**config.mk**
```make
export PLATFORM = sky130hd
export DESIGN_NAME = adrv9001_tx_serdes_unpack_flat
export DESIGN_NICKNAME = d
export VERILOG_FILES = /design/src/rtl/adrv9001_tx_serdes_unpack_if.sv /design/src/rtl/adrv9001_tx_serdes_unpack.sv /design/src/flat_wrapper.sv
export SDC_FILE = /design/constraint.sdc
export NUM_CORES = 1
export LEC_CHECK = 0
export CAP_MARGIN = 10
export CORE_AREA = 2 2 125 127
export DETAILED_ROUTE_END_ITERATION = 10
export DIE_AREA = 0 0 127 129
export GPL_TIMING_DRIVEN = 0
export PLACE_DENSITY = 0.79
export RECOVER_POWER = 50
export SYNTH_ARGS = -nofsm -noshare
export SYNTH_HDL_FRONTEND = slang
export SYNTH_SLANG_ARGS = --single-unit
```
**constraint.sdc**
```tcl
create_clock -name clk -period 3.5 [get_ports clk]
set_clock_uncertainty 0.05 [all_clocks]
set_input_delay 0.525 -clock clk [delete_from_list [all_inputs] [get_ports clk]]
set_output_delay 0.525 -clock clk [all_outputs]
set_load 0.02 [all_outputs]
```
**src/rtl/adrv9001_tx_serdes_unpack_if.sv**
```systemverilog
// Sample stream into the ADRV9001 TX serdes unpacker: 32-bit packed I/Q words
// with a valid/ready handshake.
interface adrv9001_tx_serdes_unpack_if;
    logic [31:0] din;
    logic        din_valid;
    logic        din_rdy;

    modport master (output din, output din_valid, input din_rdy);
    modport slave  (input din, input din_valid, output din_rdy);
endinterface

```
**src/rtl/adrv9001_tx_serdes_unpack.sv**
```systemverilog
// Buffers packed I/Q samples and serialises them into serdes byte beats with strobe.
// Define ADRV9001_UNPACK_ZERO_STUFF_EN to keep strobe framing during underflow slots.
module adrv9001_tx_serdes_unpack #(
    parameter int FIFO_DEPTH = 4,
    parameter int FIFO_PRIME = 2,
    parameter int CNT_WIDTH  = 16
) (
    input  logic                          clk,
    input  logic                          rstn,
    input  logic                          enable,
    input  logic                          mode,
    input  logic                          cnt_clr,
    adrv9001_tx_serdes_unpack_if.slave    din_bus,
    output logic [7:0]                    i_out,
    output logic [7:0]                    q_out,
    output logic [7:0]                    strb_out,
    output logic                          running,
    output logic                          underflow,
    output logic [CNT_WIDTH-1:0]          underflow_cnt
);
    localparam int AW = $clog2(FIFO_DEPTH);

`ifdef ADRV9001_UNPACK_ZERO_STUFF_EN
    localparam logic [7:0] UF_STRB = 8'h80;
`else
    localparam logic [7:0] UF_STRB = 8'h00;
`endif

    typedef enum logic [1:0] {IDLE, RUN, DRAIN} state_t;

    state_t      state;
    logic        beat_l;
    logic [7:0]  lo_i;
    logic [7:0]  lo_q;

    logic [31:0] mem [FIFO_DEPTH];
    logic [AW:0] wr_ptr;
    logic [AW:0] rd_ptr;
    logic [AW:0] count;
    logic        full;
    logic        empty;
    logic        wr_en;
    logic        slot_start;
    logic        pop;
    logic        flush;
    logic [31:0] head;

    assign count      = wr_ptr - rd_ptr;
    assign full       = (count == (AW+1)'(FIFO_DEPTH));
    assign empty      = (count == '0);
    assign head       = mem[rd_ptr[AW-1:0]];
    // rstn gates ready directly so it drops the instant reset asserts
    assign din_bus.din_rdy = rstn & enable & ~full;
    assign wr_en      = din_bus.din_valid & din_bus.din_rdy;
    assign slot_start = (state == RUN) & ~beat_l & enable;
    assign pop        = slot_start & ~empty;
    assign flush      = (state == IDLE) & ~enable;

    always_ff @(posedge clk) begin
        if (wr_en) begin
            mem[wr_ptr[AW-1:0]] <= din_bus.din;
        end
    end

    always_ff @(posedge clk or negedge rstn) begin
        if (!rstn) begin
            wr_ptr <= '0;
            rd_ptr <= '0;
        end else begin
            if (wr_en) begin
                wr_ptr <= wr_ptr + 1'b1;
            end
            if (flush) begin
                rd_ptr <= wr_ptr;
            end else if (pop) begin
                rd_ptr <= rd_ptr + 1'b1;
            end
        end
    end

    // beat_l marks that the low half of a mode-0 slot is still owed
    always_ff @(posedge clk or negedge rstn) begin
        if (!rstn) begin
            state     <= IDLE;
            beat_l    <= 1'b0;
            lo_i      <= '0;
            lo_q      <= '0;
            i_out     <= '0;
            q_out     <= '0;
            strb_out  <= '0;
            running   <= 1'b0;
            underflow <= 1'b0;
        end else begin
            underflow <= 1'b0;
            case (state)
                IDLE: begin
                    i_out    <= '0;
                    q_out    <= '0;
                    strb_out <= '0;
                    beat_l   <= 1'b0;
                    if (enable && (count >= (AW+1)'(FIFO_PRIME))) begin
                        state   <= RUN;
                        running <= 1'b1;
                    end
                end
                RUN: begin
                    if (beat_l) begin
                        i_out    <= lo_i;
                        q_out    <= lo_q;
                        strb_out <= 8'h00;
                        beat_l   <= 1'b0;
                    end else if (!enable) begin
                        state    <= DRAIN;
                        i_out    <= '0;
                        q_out    <= '0;
                        strb_out <= '0;
                    end else begin
                        beat_l <= ~mode;
                        if (empty) begin
                            underflow <= 1'b1;
                            i_out     <= '0;
                            q_out     <= '0;
                            lo_i      <= '0;
                            lo_q      <= '0;
                            strb_out  <= UF_STRB;
                        end else begin
                            i_out    <= head[31:24];
                            q_out    <= head[15:8];
                            lo_i     <= head[23:16];
                            lo_q     <= head[7:0];
                            strb_out <= 8'h80;
                        end
                    end
                end
                DRAIN: begin
                    i_out    <= '0;
                    q_out    <= '0;
                    strb_out <= '0;
                    beat_l   <= 1'b0;
                    state    <= IDLE;
                    running  <= 1'b0;
                end
                default: begin
                    state   <= IDLE;
                    running <= 1'b0;
                end
            endcase
        end
    end

    // Counts visible pulses, so a clear coincident with a pulse wins
    always_ff @(posedge clk or negedge rstn) begin
        if (!rstn) begin
            underflow_cnt <= '0;
        end else if (cnt_clr) begin
            underflow_cnt <= '0;
        end else if (underflow && !(&underflow_cnt)) begin
            underflow_cnt <= underflow_cnt + 1'b1;
        end
    end
endmodule
```
**src/flat_wrapper.sv**
```systemverilog
// flat-port wrapper written by rule: the top's interface ports become plain ports
module adrv9001_tx_serdes_unpack_flat 
#(
    parameter int FIFO_DEPTH = 4,
    parameter int FIFO_PRIME = 2,
    parameter int CNT_WIDTH  = 16
)
  (clk, rstn, enable, mode, cnt_clr, i_out, q_out, strb_out, running, underflow, underflow_cnt, din_bus_din, din_bus_din_valid, din_bus_din_rdy);
  adrv9001_tx_serdes_unpack_if din_bus_i ();
  input  logic clk;
  input  logic rstn;
  input  logic enable;
  input  logic mode;
  input  logic cnt_clr;
  output logic [7:0] i_out;
  output logic [7:0] q_out;
  output logic [7:0] strb_out;
  output logic running;
  output logic underflow;
  output logic [CNT_WIDTH-1:0] underflow_cnt;
  input wire logic [$bits(din_bus_i.din)-1:0] din_bus_din;
  input wire logic [$bits(din_bus_i.din_valid)-1:0] din_bus_din_valid;
  output wire logic [$bits(din_bus_i.din_rdy)-1:0] din_bus_din_rdy;
  assign din_bus_i.din = din_bus_din;
  assign din_bus_i.din_valid = din_bus_din_valid;
  assign din_bus_din_rdy = din_bus_i.din_rdy;
  adrv9001_tx_serdes_unpack #(.FIFO_DEPTH(FIFO_DEPTH), .FIFO_PRIME(FIFO_PRIME), .CNT_WIDTH(CNT_WIDTH)) u_core (.clk(clk), .rstn(rstn), .enable(enable), .mode(mode), .cnt_clr(cnt_clr), .din_bus(din_bus_i), .i_out(i_out), .q_out(q_out), .strb_out(strb_out), .running(running), .underflow(underflow), .underflow_cnt(underflow_cnt));
endmodule
```
==> flow_summary.toml, run 1 <==
[timing]
timing.hold.ws_ps = 61.9
fin_setup_tns_ps = 0
drv_slew = 0
hold_viol = 0
min_period_ps = 3240
rsz0062_at_grt = "false"
period_share = 0.924
setup_viol = 0
max_freq_mhz = 309
relSlewSlack = 0.536
worst_pin_slew_ps = 696

[logic_synthesis]
yosys_warnings = 0
yosysTopAreaCellShare = 0.507
syn_avg_cell_area_um2 = 15.8
synth-edff-count = 128
ys_types = 56
synthArstFlopShare = 0.319
synthTopCellsByCount = "edfxtp_1 (128), dfrtp_1 (60), nand2_1 (46), o21ai_0 (38), mux4_2 (32)"
ys_ff_latch = 188
yosysTopAreaCell = "edfxtp_1"
yosys-top-cells-area = "edfxtp_1 (51%), dfrtp_1 (20%), mux4_2 (9.5%), o21ai_0 (2.5%), nand2_1 (2.3%)"
synth_seq_area_share = 0.705
syn_inst = 479
synth_flop_cell = "edfxtp_1"
synth_most_common_cell = "edfxtp_1"
netlist_area_mm2 = 0.00758

[status]
outcome = "complete, no violations"

[global_routing]
use_met3 = 0.0565
gr-max-usage-layer = "met2"
first_global_vias = 4582
grt_pass1_wl_um = 24100
grt_use_total = 0.196
antenna_found_initial = 0
grtUsageMet1 = 0.253
grtUsageMet2 = 0.329
grt_overflow_total = 0
grt_max_degree = 39

[power_and_ir_drop]
power.density_mw_per_mm2 = 724
power_w = 0.00672
peakVddDrop_mv = 0.466
cellLeakagePower_nw = 3.39

[placed_design]
place_congestion = 0.835
portBuffers = 73
place_area_mm2 = 0.00868
hpwl_um = 10100

[die]
die_w_um = 127
start_util = 0.506
ioPinCount = 81
core_area_mm2 = 0.0150
design.die.area_mm2 = 0.0164
rows = 45
die_h_um = 129

[clock_tree]
clk_pin_slew_ps = 70
cts_buffer_depth = 2
cts_htree_levels = 4
cts_sinks = 188
cts_inserted_buffers = 17
clock_latency_ps = 430
cts_hold_buf = 0
cts_tree = "yes"
cts-root-buf = "clkbuf_16"

[critical_path]
crit_path_top_delay_cell = "xnor3_1"
crit_buf_inv = 3
worstPathArrival_ps = 2660
crit_chain = "buf_4 -> inv_1 -> fa_1 -> xnor3_1 -> a21oi_1 -> dlygate4sd2_1"
crit_path_end_kind = "output pin"
worst_ep_required_time_ps = 2920
path_class = "reg2out"
slowest_delay_ps = 500
crit_family = "buffers and inverters"
crit_path_max_fanout = 10
startpoint_type = "flop"

[finish]
drive_gt1_frac = 0.158
area_delta_synth_final_pct = 22.4
layout.nets = 627
design_area_mm2 = 0.00928
antenna_cells = 0
post-route-util = 0.620
fillers = 1093

[detailed_routing]
num_vias = 4531
viasPerCell = 5.79
drc = 0
ant_nets = 0
dr.pass1.iters = 6
first_iter_violations = 274
wirelength_um = 15200
wire_per_inst_um = 19.4

[min_path]
hp-class = "in2async"

[flow_run]
cap_violations = 0
[flip-flops by register name, indices dropped and copies added, names as in the netlist]
signal and cells:
u_core.beat_l 1, u_core.i_out 8, u_core.lo_i 8, u_core.lo_q 8, u_core.mem 128, u_core.q_out 8, u_core.rd_ptr 3, u_core.running 1
u_core.state 2, u_core.strb_out 1, u_core.underflow 1, u_core.underflow_cnt 16, u_core.wr_ptr 3
[metrics by stage]
| stage | setup WS, ps | cells |
|---|---|---|
| global placement | -2090 | 746 |
| global route | 128 | 782 |
| detailed placement | -295 | 751 |
| finish | 265 | 782 |
| floorplan | 57.2 | 485 |
| CTS | 236 | 782 |
[layout by cell type, fill, tap and decap left out, types with 8 or more instances in the layout]
master and n:
buf_4 8, edfxtp_1 128, dlygate4sd3_1 43, nor2_1 12, nand3_1 8, dfrtp_1 59
clkbuf_16 17, nand2_1 46, inv_1 26, clkbuf_1 12, a22oi_1 16, o21ai_0 38
clkdlybuf4s50_1 28, mux4_2 32
[cell families after synthesis]
family,Yosys count,share of synthesized area
AO/OA/AOI/OAI,83,0.0695
XOR/XNOR,5,0.00759
adder cells (fa/ha/maj),8,0.0142
buffers and inverters,54,0.0312
flip-flops,188,0.705
multiplexers,39,0.105
other,1,0.000494
AND/OR/NAND/NOR,101,0.0673
[worst paths after layout]
path	startpoint	end	slack, ps	depth (start not counted)
min	rstn	u_core.underflow_cnt[6]	60	1
max	u_core.rd_ptr[1]	din_bus_din_rdy	260	6
min in group clk	u_core.lo_i[1]	u_core.lo_i[1]	440	2
min reg2reg	u_core.lo_i[1]	u_core.lo_i[1]	440	2
max reg2reg	u_core.rd_ptr[1]	u_core.mem[3][13]	370	7
max in group asynchronous	rstn	u_core.rd_ptr[1]	2700	2
[layout make-up]
type / instances / area (um^2) / area share
repair buffers: 78 / 832 / 0.0896
inverters: 26 / 97.6 / 0.0105
multi-input cells: 243 / 2010 / 0.217
well taps: 188 / 235 / 0.0253
plain buffers: 27 / 139 / 0.0150
clock inverters: 15 / 194 / 0.0209
clock buffers: 17 / 425 / 0.0458
flip-flops and latches: 188 / 5350 / 0.576
[repair_timing]
| item | in CTS | in global routing |
|---|---|---|
| endpoints found under the setup margin | 123 | 0 |
| gates resized for setup | 4 | 0 |
| buffers inserted | 0 | 0 |
[power breakdown]
group | total, W | switching, W | internal, W | leakage [nW]
Combinational | 0.00178 | 0.000990 | 0.000790 | 1.15
Clock | 0.00203 | 0.000832 | 0.00119 | 0.293
Sequential | 0.00291 | 0.000210 | 0.00270 | 1.95
Total | 0.00672 | 0.00203 | 0.00469 | 3.39
[metal layers]
metal,up-vias,share of wire
met3,20,0.061
met5,-,0
met4,0,0.015
met1,2314,0.42
li1,2015,-
met2,182,0.50
Power figures use the tool's default switching activity.
==> inputs of run 2 (changes only) <==
Settings changed: CORE_AREA 2 2 125 127 to 2 2 120 122, DIE_AREA 0 0 127 129 to 0 0 122 124, DONT_BUFFER_PORTS set to 1, PLACE_DENSITY 0.79 to 0.77.
==> flow_summary.toml, run 2 (same netlist as run 1, synthesis figures left out) <==
[detailed_routing]
ant_nets = 0
viasPerCell = 5.96
wire_per_inst_um = 21.2
dr.pass1.iters = 5
num_vias = 4183
drc = 0
wirelength_um = 14900
first_iter_violations = 319

[critical_path]
reg2reg_slack_ps = 250
startpoint_type = "flop"
r2r_start = "u_core.rd_ptr[1]"
crit_path_max_fanout = 10
reg2regPathDepth = 7
path_class = "reg2out"
r2r_end = "u_core.mem[3][23]"
worst_ep_required_time_ps = 2920
crit_path_end_kind = "output pin"
worstPathArrival_ps = 2740

[die]
start_util = 0.553
rows = 43
die_w_um = 122
design.die.area_mm2 = 0.0151
die_h_um = 124
ioPinCount = 81
core_area_mm2 = 0.0137

[power_and_ir_drop]
power.density_mw_per_mm2 = 778
p_sw_w = 0.00200
p_int_w = 0.00468
power_w = 0.00668
comb_power_share = 0.222
swShare = 0.299
pwr-share-clk = 0.322
peakVddDrop_mv = 0.532
pwr-share-seq = 0.456
cellLeakagePower_nw = 3.12

[clock_tree]
cts_tree = "yes"
clock_latency_ps = 430
clk_pin_slew_ps = 60
cts_inserted_buffers = 17
cts_sinks = 188
cts-root-buf = "clkbuf_16"
cts_buffer_depth = 2
cts_htree_levels = 4

[global_routing]
grt_overflow_total = 0
grt_use_total = 0.204
antenna_found_initial = 0
first_global_vias = 4215
grt_pass1_wl_um = 22400
grt_max_degree = 61

[timing]
min_period_ps = 3310
relSlewSlack = 0.00890
setup_viol = 0
drv_slew = 0
max_freq_mhz = 302
hold_viol = 0
setup_slack_ps = 187
period_share = 0.947
rsz0062_at_grt = "false"
worst_pin_slew_ps = 1490

[finish]
seq_area_mm2 = 0.00535
final_cells = 702
drive_gt1_frac = 0.186
final_cell_mix = "edfxtp_1 (128), dfrtp_1 (60), nand2_1 (46), o21ai_0 (38), mux4_2 (32)"
antenna_cells = 0
fillers = 954
post-route-util = 0.625
layout.nets = 555
area_delta_synth_final_pct = 13.1
largest_reg_flops = 128
multi_input_area_mm2 = 0.00207
final_common_cell = "edfxtp_1"

[min_path]
hold_path_end = "u_core.state[1]"
hp-start = "enable"
hp-class = "in2reg"
min_path_cells = 1

[placed_design]
dp.cells = 666
place_congestion = 0.848
portBuffers = 0
hpwl_um = 9220
post-place-ws_ps = -470

[status]
outcome = "complete, no violations"

[flow_run]
cap_violations = 0
[run 2: cell count changes in the layout (fill, tap and decap cells not counted), moves of 2 or more]
cell             previous run  this run
buf_12                      4         1
and2_2                      4         0
nand4_1                     4         2
clkdlybuf4s50_1            28         0
bufinv_16                   4         6
dlygate4sd3_1              43         1
and2_4                      0         7
nand4_2                     0         2
[run 2: timing repair]
item / 4_1_cts / 5_1_grt
gates cloned: 0 / 3
setup endpoints to repair: 121 / 121
endpoints found under the hold margin: 60 / 0
hold buffers: 2 / 0
pin swaps: 0 / 2
buffers inserted: 0 / 0
gates resized for setup: 5 / 5
[run 2: how the worst max path moves through the flow]
stage	startpoint	end	slack [ps]	cells after the start
after floorplan	u_core.rd_ptr[1]	u_core.mem[3][0]	60	7
after global placement	u_core.rd_ptr[1]	u_core.mem[3][18]	-1030	7
after detailed placement	u_core.rd_ptr[1]	u_core.mem[0][19]	-470	7
after CTS	u_core.rd_ptr[1]	u_core.mem[3][8]	10	8
after global routing	u_core.rd_ptr[1]	din_bus_din_rdy	70	5
final	u_core.rd_ptr[1]	din_bus_din_rdy	190	5
[run 2: power groups by stage]
stage | Sequential [W] | Combinational (W) | Clock [W]
global placement | 0.00306 | 0.00136 | 0
floorplan | 0.00298 | 0.00111 | 0
detailed placement | 0.00307 | 0.00142 | 0
global route | 0.00307 | 0.00164 | 0.00226
finish | 0.00305 | 0.00148 | 0.00215
CTS | 0.00303 | 0.00147 | 0.00217
[run 2: stage by stage]
| stage | TNS [ps] | hold WS (ps) | cell area (um^2) |
|---|---|---|---|
| CTS | 0 | 102 | 8570 |
| detailed placement | -46950 | 182 | 7860 |
| finish | 0 | 117 | 8580 |
| floorplan | 0 | 179 | 7610 |
| global route | 0 | 109 | 8580 |
| global placement | -128690 | 182 | 7830 |
[run 2: per-layer routing]
metal / track usage / vias up / part of all wire
li1: - / 1864 / -
met1: 0.241 / 2137 / 0.39
met2: 0.355 / 162 / 0.52
met3: 0.0559 / 20 / 0.073
met4: 0.0841 / 0 / 0.020
met5: 0 / - / 0
[run 2: critical path: stages, from the launching register on]
cell and delay, ps:
dfrtp_1 550, buf_2 350, inv_1 110, fa_1 420
xnor3_1 530, a21oi_2 360
[run 2: cell type report]
class	count	area share
clock inverter	15	0.0283
tap	180	0.0263
inverter	26	0.0114
sequential	188	0.623
buffer	27	0.0159
clock buffer	17	0.0496
timing repair buffer	3	0.00408
multi-input combinational	246	0.242
